===== src/rtl/game_pkg.sv =====
// Shared definitions for the score controller: state encoding and score limits.
package game_pkg;

  localparam logic [1:0] ST_IDLE  = 2'd0;
  localparam logic [1:0] ST_PLAY  = 2'd1;
  localparam logic [1:0] ST_FLASH = 2'd2;
  localparam logic [1:0] ST_WON   = 2'd3;

  localparam int         MAX_DIGIT   = 9;
  localparam logic [1:0] PENDING_MAX = 2'd3;

  typedef enum logic [1:0] {
    S_IDLE  = ST_IDLE,
    S_PLAY  = ST_PLAY,
    S_FLASH = ST_FLASH,
    S_WON   = ST_WON
  } state_e;

endpackage


===== src/rtl/score_blink.sv =====
// Frame-tick blink divider: flips its level every BLINK_HALF enabled frame ticks.
module score_blink #(
  parameter int BLINK_HALF = 8
) (
  input  logic clk,
  input  logic rst_n,
  input  logic clear,
  input  logic frame_tick,
  input  logic enable,
  output logic toggle
);

  localparam int BW = (BLINK_HALF > 1) ? $clog2(BLINK_HALF) : 1;

  logic [BW-1:0] blink_cnt_q, blink_cnt_d;
  logic          toggle_q, toggle_d;

  always_comb begin
    blink_cnt_d = blink_cnt_q;
    toggle_d    = toggle_q;
    if (clear) begin
      blink_cnt_d = '0;
      toggle_d    = 1'b0;
    end else if (enable && frame_tick) begin
      if (blink_cnt_q == BW'(BLINK_HALF - 1)) begin
        blink_cnt_d = '0;
        toggle_d    = ~toggle_q;
      end else begin
        blink_cnt_d = blink_cnt_q + 1'b1;
      end
    end
  end

  always_ff @(posedge clk or negedge rst_n) begin
    if (!rst_n) begin
      blink_cnt_q <= '0;
      toggle_q    <= 1'b0;
    end else begin
      blink_cnt_q <= blink_cnt_d;
      toggle_q    <= toggle_d;
    end
  end

  assign toggle = toggle_q;

endmodule


===== src/rtl/score_ctrl.sv =====
// Score controller: buffers item events and applies them to the digit at frame
// boundaries, flashing after each increment and blinking once the game is won.
module score_ctrl
  import game_pkg::*;
#(
  parameter int WIN_SCORE    = 9,
  parameter int FLASH_FRAMES = 30,
  parameter int BLINK_HALF   = 8
) (
  input  logic       clk,
  input  logic       rst_n,
  input  logic       game_start,
  input  logic       point,
  input  logic       frame_tick,
  output logic [3:0] score,
  output logic       digit_visible,
  output logic       win,
  output logic       lost_point
);

  localparam int FW      = $clog2(FLASH_FRAMES + 1);
  localparam int WIN_EFF = (WIN_SCORE > MAX_DIGIT) ? MAX_DIGIT : WIN_SCORE;

  state_e         state_q, state_d;
  logic [3:0]     score_q, score_d;
  logic [1:0]     pending_q, pending_d;
  logic [FW-1:0]  flash_cnt_q, flash_cnt_d;
  logic           win_q, win_d;
  logic           lost_q, lost_d;
  logic           vis_base_q, vis_base_d;
  logic           blink_clear;
  logic           blink_en;
  logic           blink_level;

  // Point accounting shared by PLAY and FLASH when no increment consumes a slot.
  logic [1:0] pending_pt;
  logic       lost_pt;
  always_comb begin
    pending_pt = pending_q;
    lost_pt    = lost_q;
    if (point) begin
      if (pending_q < PENDING_MAX) pending_pt = pending_q + 2'd1;
      else                         lost_pt    = 1'b1;
    end
  end

  always_comb begin
    state_d     = state_q;
    score_d     = score_q;
    pending_d   = pending_q;
    flash_cnt_d = flash_cnt_q;
    win_d       = win_q;
    lost_d      = lost_q;
    vis_base_d  = vis_base_q;
    blink_clear = 1'b0;
    if (game_start) begin
      state_d     = S_PLAY;
      score_d     = '0;
      pending_d   = '0;
      flash_cnt_d = '0;
      win_d       = 1'b0;
      lost_d      = 1'b0;
      vis_base_d  = 1'b1;
      blink_clear = 1'b1;
    end else begin
      case (state_q)
        S_PLAY: begin
          if (frame_tick && pending_q != 2'd0) begin
            score_d     = score_q + 4'd1;
            pending_d   = pending_q - 2'd1 + {1'b0, point};
            vis_base_d  = 1'b0;
            blink_clear = 1'b1;
            if (score_q + 4'd1 == 4'(WIN_EFF)) begin
              state_d = S_WON;
              win_d   = 1'b1;
            end else begin
              state_d     = S_FLASH;
              flash_cnt_d = FW'(FLASH_FRAMES);
            end
          end else begin
            pending_d = pending_pt;
            lost_d    = lost_pt;
          end
        end
        S_FLASH: begin
          pending_d = pending_pt;
          lost_d    = lost_pt;
          if (frame_tick) begin
            flash_cnt_d = flash_cnt_q - 1'b1;
            if (flash_cnt_q <= FW'(1)) begin
              flash_cnt_d = '0;
              state_d     = S_PLAY;
              vis_base_d  = 1'b1;
              blink_clear = 1'b1;
            end
          end
        end
        default: ;
      endcase
    end
  end

  assign blink_en = (state_q == S_FLASH) || (state_q == S_WON);

  score_blink #(
    .BLINK_HALF(BLINK_HALF)
  ) u_blink (
    .clk       (clk),
    .rst_n     (rst_n),
    .clear     (blink_clear),
    .frame_tick(frame_tick),
    .enable    (blink_en),
    .toggle    (blink_level)
  );

  always_ff @(posedge clk or negedge rst_n) begin
    if (!rst_n) begin
      state_q     <= S_IDLE;
      score_q     <= '0;
      pending_q   <= '0;
      flash_cnt_q <= '0;
      win_q       <= 1'b0;
      lost_q      <= 1'b0;
      vis_base_q  <= 1'b1;
    end else begin
      state_q     <= state_d;
      score_q     <= score_d;
      pending_q   <= pending_d;
      flash_cnt_q <= flash_cnt_d;
      win_q       <= win_d;
      lost_q      <= lost_d;
      vis_base_q  <= vis_base_d;
    end
  end

  // The blink level is cleared whenever the base changes, so the XOR of two flops
  // yields visible=1 outside blinking and starts each blink phase hidden.
  assign digit_visible = vis_base_q ^ blink_level;
  assign score         = score_q;
  assign win           = win_q;
  assign lost_point    = lost_q;

endmodule


===== config.mk =====
export PLATFORM = sky130hd
export DESIGN_NAME = score_ctrl
export DESIGN_NICKNAME = d
export VERILOG_FILES = /design/src/rtl/game_pkg.sv /design/src/rtl/score_blink.sv /design/src/rtl/score_ctrl.sv
export SDC_FILE = /design/constraint.sdc
export NUM_CORES = 1
export LEC_CHECK = 0
export ABC_AREA = 1
export CORE_MARGIN = 4
export CORE_UTILIZATION = 40
export CTS_BUF_LIST = sky130_fd_sc_hd__clkbuf_8 sky130_fd_sc_hd__clkbuf_16
export CTS_CLUSTER_DIAMETER = 150
export DETAILED_ROUTE_END_ITERATION = 12
export HOLD_SLACK_MARGIN = 0.08
export PLACE_DENSITY = 0.68
export SLEW_MARGIN = 20
export SYNTH_ARGS = -nofsm -noshare
export SYNTH_HDL_FRONTEND = slang
export SYNTH_SLANG_ARGS = --single-unit
export TNS_END_PERCENT = 100

===== constraint.sdc =====
create_clock -name clk -period 1.6 [get_ports clk]
set_clock_uncertainty 0.15 [all_clocks]
set_input_delay 0.32 -clock clk [delete_from_list [all_inputs] [get_ports clk]]
set_output_delay 0.32 -clock clk [all_outputs]
set_load 0.01 [all_outputs]

==> results.json <==
{
  "rsz0062_at_grt": "yes",
  "synth_flop_cell": "dfrtp_1",
  "cp_slowest_cell": "dfrtp_2",
  "worstSetupEndpointType": "flip-flop",
  "crit_chain": "inv_2, ha_4, inv_4, nor2_4, nand3_2, nand2_4, inv_4, nand2_1, nand2_1",
  "die_y_um": 64.10,
  "synth.distinct_cells": 20,
  "drv_cap": 0,
  "slowest_delay_ns": 0.45,
  "syn2layout_area_growth_pct": 43.34,
  "slew_violations": 0,
  "worstSetupPathType": "reg2reg",
  "p_total_mw": 2.675,
  "grt_usage_pct": 16.87,
  "routabilityCongestion": 0.8249,
  "antenna_found_initial": 0,
  "synthCells": 172,
  "start_util_pct": 41.57,
  "io_buffers": 11,
  "crit_fanout": 7,
  "dieArea_mm2": 0.004108,
  "worst_pin_slew_ns": 0.4426,
  "r2r-start": "state_q[1]$_DFFE_PN0P_",
  "io_pins": 12,
  "post_drt_wl_per_cell_um": 12.67,
  "r2r_cells": 9,
  "fmax_mhz": 626.3,
  "wl_met1_um": 1459,
  "num_vias": 1265,
  "cts_tree": "built",
  "powerDensity_mw_per_mm2": 1483,
  "top_layer": "met4",
  "crit_start": "state_q[1]$_DFFE_PN0P_",
  "min_path_type": "in2async",
  "clk_path_buf_depth": 2,
  "cts-root-buf": "clkbuf_8",
  "hpwl_um": 2359,
  "wl_met3_um": 175,
  "path_depth": 9,
  "dp.cells": 249,
  "cts_buffers": 3,
  "drc": 0,
  "grt_max_degree": 12,
  "synth_area_per_cell_um2": 7.318,
  "path_delay_family": "simple AND/OR/NAND/NOR gates",
  "insertion_delay_ns": 0.26,
  "status": "complete, no violations",
  "met2WireLength_um": 1632,
  "async_flop_share_pct": 100.0,
  "vias_per_cell": 4.884,
  "cp_data_required_time_ns": 1.60,
  "crit_buf_inv": 3,
  "diodes": 0,
  "post-route-min-period_ns": 1.597,
  "slew_headroom_pct": 70.29,
  "grt_first_pass_wirelength_um": 5561,
  "peakVddDrop_uv": 702.3,
  "cp-start-kind": "flip-flop",
  "cts.sink_count": 20,
  "layoutNonFillerInstCount": 259,
  "rows": 20,
  "fin_crit_sh_pct": 99.79,
  "setup_viol": 0,
  "dpl_worst_slack_ns": -0.3412,
  "nNetsFinal": 231,
  "yosysSeqAreaShare_pct": 39.86,
  "postRouteWirelength_um": 3281,
  "grt-ovfl-total": 0,
  "die_width_um": 64.10,
  "fin_util_pct": 59.59,
  "p_leak_nw": 0.9574,
  "layout_setup_ws_ns": 0.003383,
  "grt_pass1_vias": 1251,
  "clk_pin_slew_ns": 0.08,
  "netlist_area_mm2": 0.001259,
  "htreeDepth": 1,
  "arrival_ns": 1.60,
  "ys_seq_elements": 20,
  "drt_pass1_iterations": 4,
  "hold_violations": 0,
  "cts_hold_buffers": 0,
  "num-fill-cells": 240,
  "ant_nets": 0,
  "drive_gt1_share_pct": 29.30,
  "yosysWarnings": 0,
  "synth_edf_count": 0,
  "core_area_mm2": 0.003028,
  "hold_ws_ns": 0.1783,
  "synth_fp_nets": 187,
  "drt_iter0_drc": 50
}
-- area by class of cell --
| type | instances | area (um^2) | share of cell area [%] |
|---|---|---|---|
| Clock buffer | 3 | 41.29 | 2.288 |
| Clock inverter | 1 | 3.754 | 0.2080 |
| Inverter | 25 | 98.84 | 5.479 |
| Multi-Input combinational cell | 127 | 783.3 | 43.41 |
| Sequential cell | 20 | 504.2 | 27.95 |
| Tap cell | 44 | 55.05 | 3.051 |
| Timing Repair Buffer | 39 | 317.8 | 17.61 |
-- cell usage after synthesis, drive strengths merged (3+ instances only) --
master  number  area share [%]
nand2       62              19
inv         25             7.5
dfrtp       19              38
o21ai       12             4.8
nor2        11             3.5
ha          10             9.9
nand3       10             4.0
a21oi        8             3.5
a21boi       3             1.8
nand3b       3             1.8
nand4        3             1.5
xor2         3             2.1
-- routing by layer --
| layer | global-route usage [%] | vias up |
|---|---|---|
| met1 | 22.03 | 592 |
| met2 | 28.52 | 39 |
| li1 | - | 632 |
| met4 | 3.958 | 0 |
| met5 | 0 | - |
| met3 | 3.515 | 2 |
-- state kept, by name (all words and copies together), names as in the netlist --
name                 flops
flash_cnt_q              5
u_blink.blink_cnt_q      3
pending_q                2
vis_base_q               1
lost_point               1
state_q                  2
win                      1
u_blink.toggle           1
score                    4
-- cells in the final DEF (no fill, tap or decap), drive strengths merged, types with 5 or more instances in the layout --
| master | count |
|---|---|
| inv | 26 |
| nand2 | 62 |
| buf | 29 |
| a21oi | 8 |
| dlygate4sd2 | 5 |
| nor2 | 11 |
| ha | 10 |
| dfrtp | 19 |
| o21ai | 12 |
| nand3 | 10 |
-- through the flow --
step / area [um^2] / setup TNS [ns]
4_1_cts: 1719 / 0
5_1_grt: 1804 / -0.3760
2_1_floorplan: 1259 / 0
3_3_place_gp: 1589 / -4.411
3_5_place_dp: 1589 / -4.574
6_report: 1804 / 0
-- power breakdown --
group	internal [mW]	switching [mW]	leakage (nW)	total, mW
Sequential	0.655	0.141	0.258	0.796
Combinational	0.688	0.849	0.673	1.54
Clock	0.171	0.171	0.0269	0.342
Total	1.51	1.16	0.957	2.68
-- cells by family (layout without fill, tap and decap cells) --
kind of cell    after synthesis  count (layout)  share of synthesized area [%]
simple gates                 90              90                          30.02
buf+inv                      25              68                          7.455
compound gates               24              24                          10.64
flops                        20              20                          39.86
fa+ha+maj                    10              10                          9.940
xor+xnor                      3               3                          2.088
-- worst paths after layout --
check	to	slack [ns]
worst max-delay path	flash_cnt_q[4]$_DFFE_PN0P_	0.003
worst min-delay path	win$_DFFE_PN0P_	0.18
worst max register to register	flash_cnt_q[4]$_DFFE_PN0P_	0.003
worst min register to register	vis_base_q$_DFFE_PN1P_	0.34
max in group asynchronous	state_q[1]$_DFFE_PN0P_	0.65
min in group clk	lost_point$_DFFE_PN0P_	0.32
-- timing repair --
item,in CTS,in global routing
gates cloned,0,0
buffers inserted,2,5
endpoints found under the setup margin,22,19
pin swaps,5,11
gates resized for setup,35,21
Note: power is estimated with default switching activity, not from simulation.
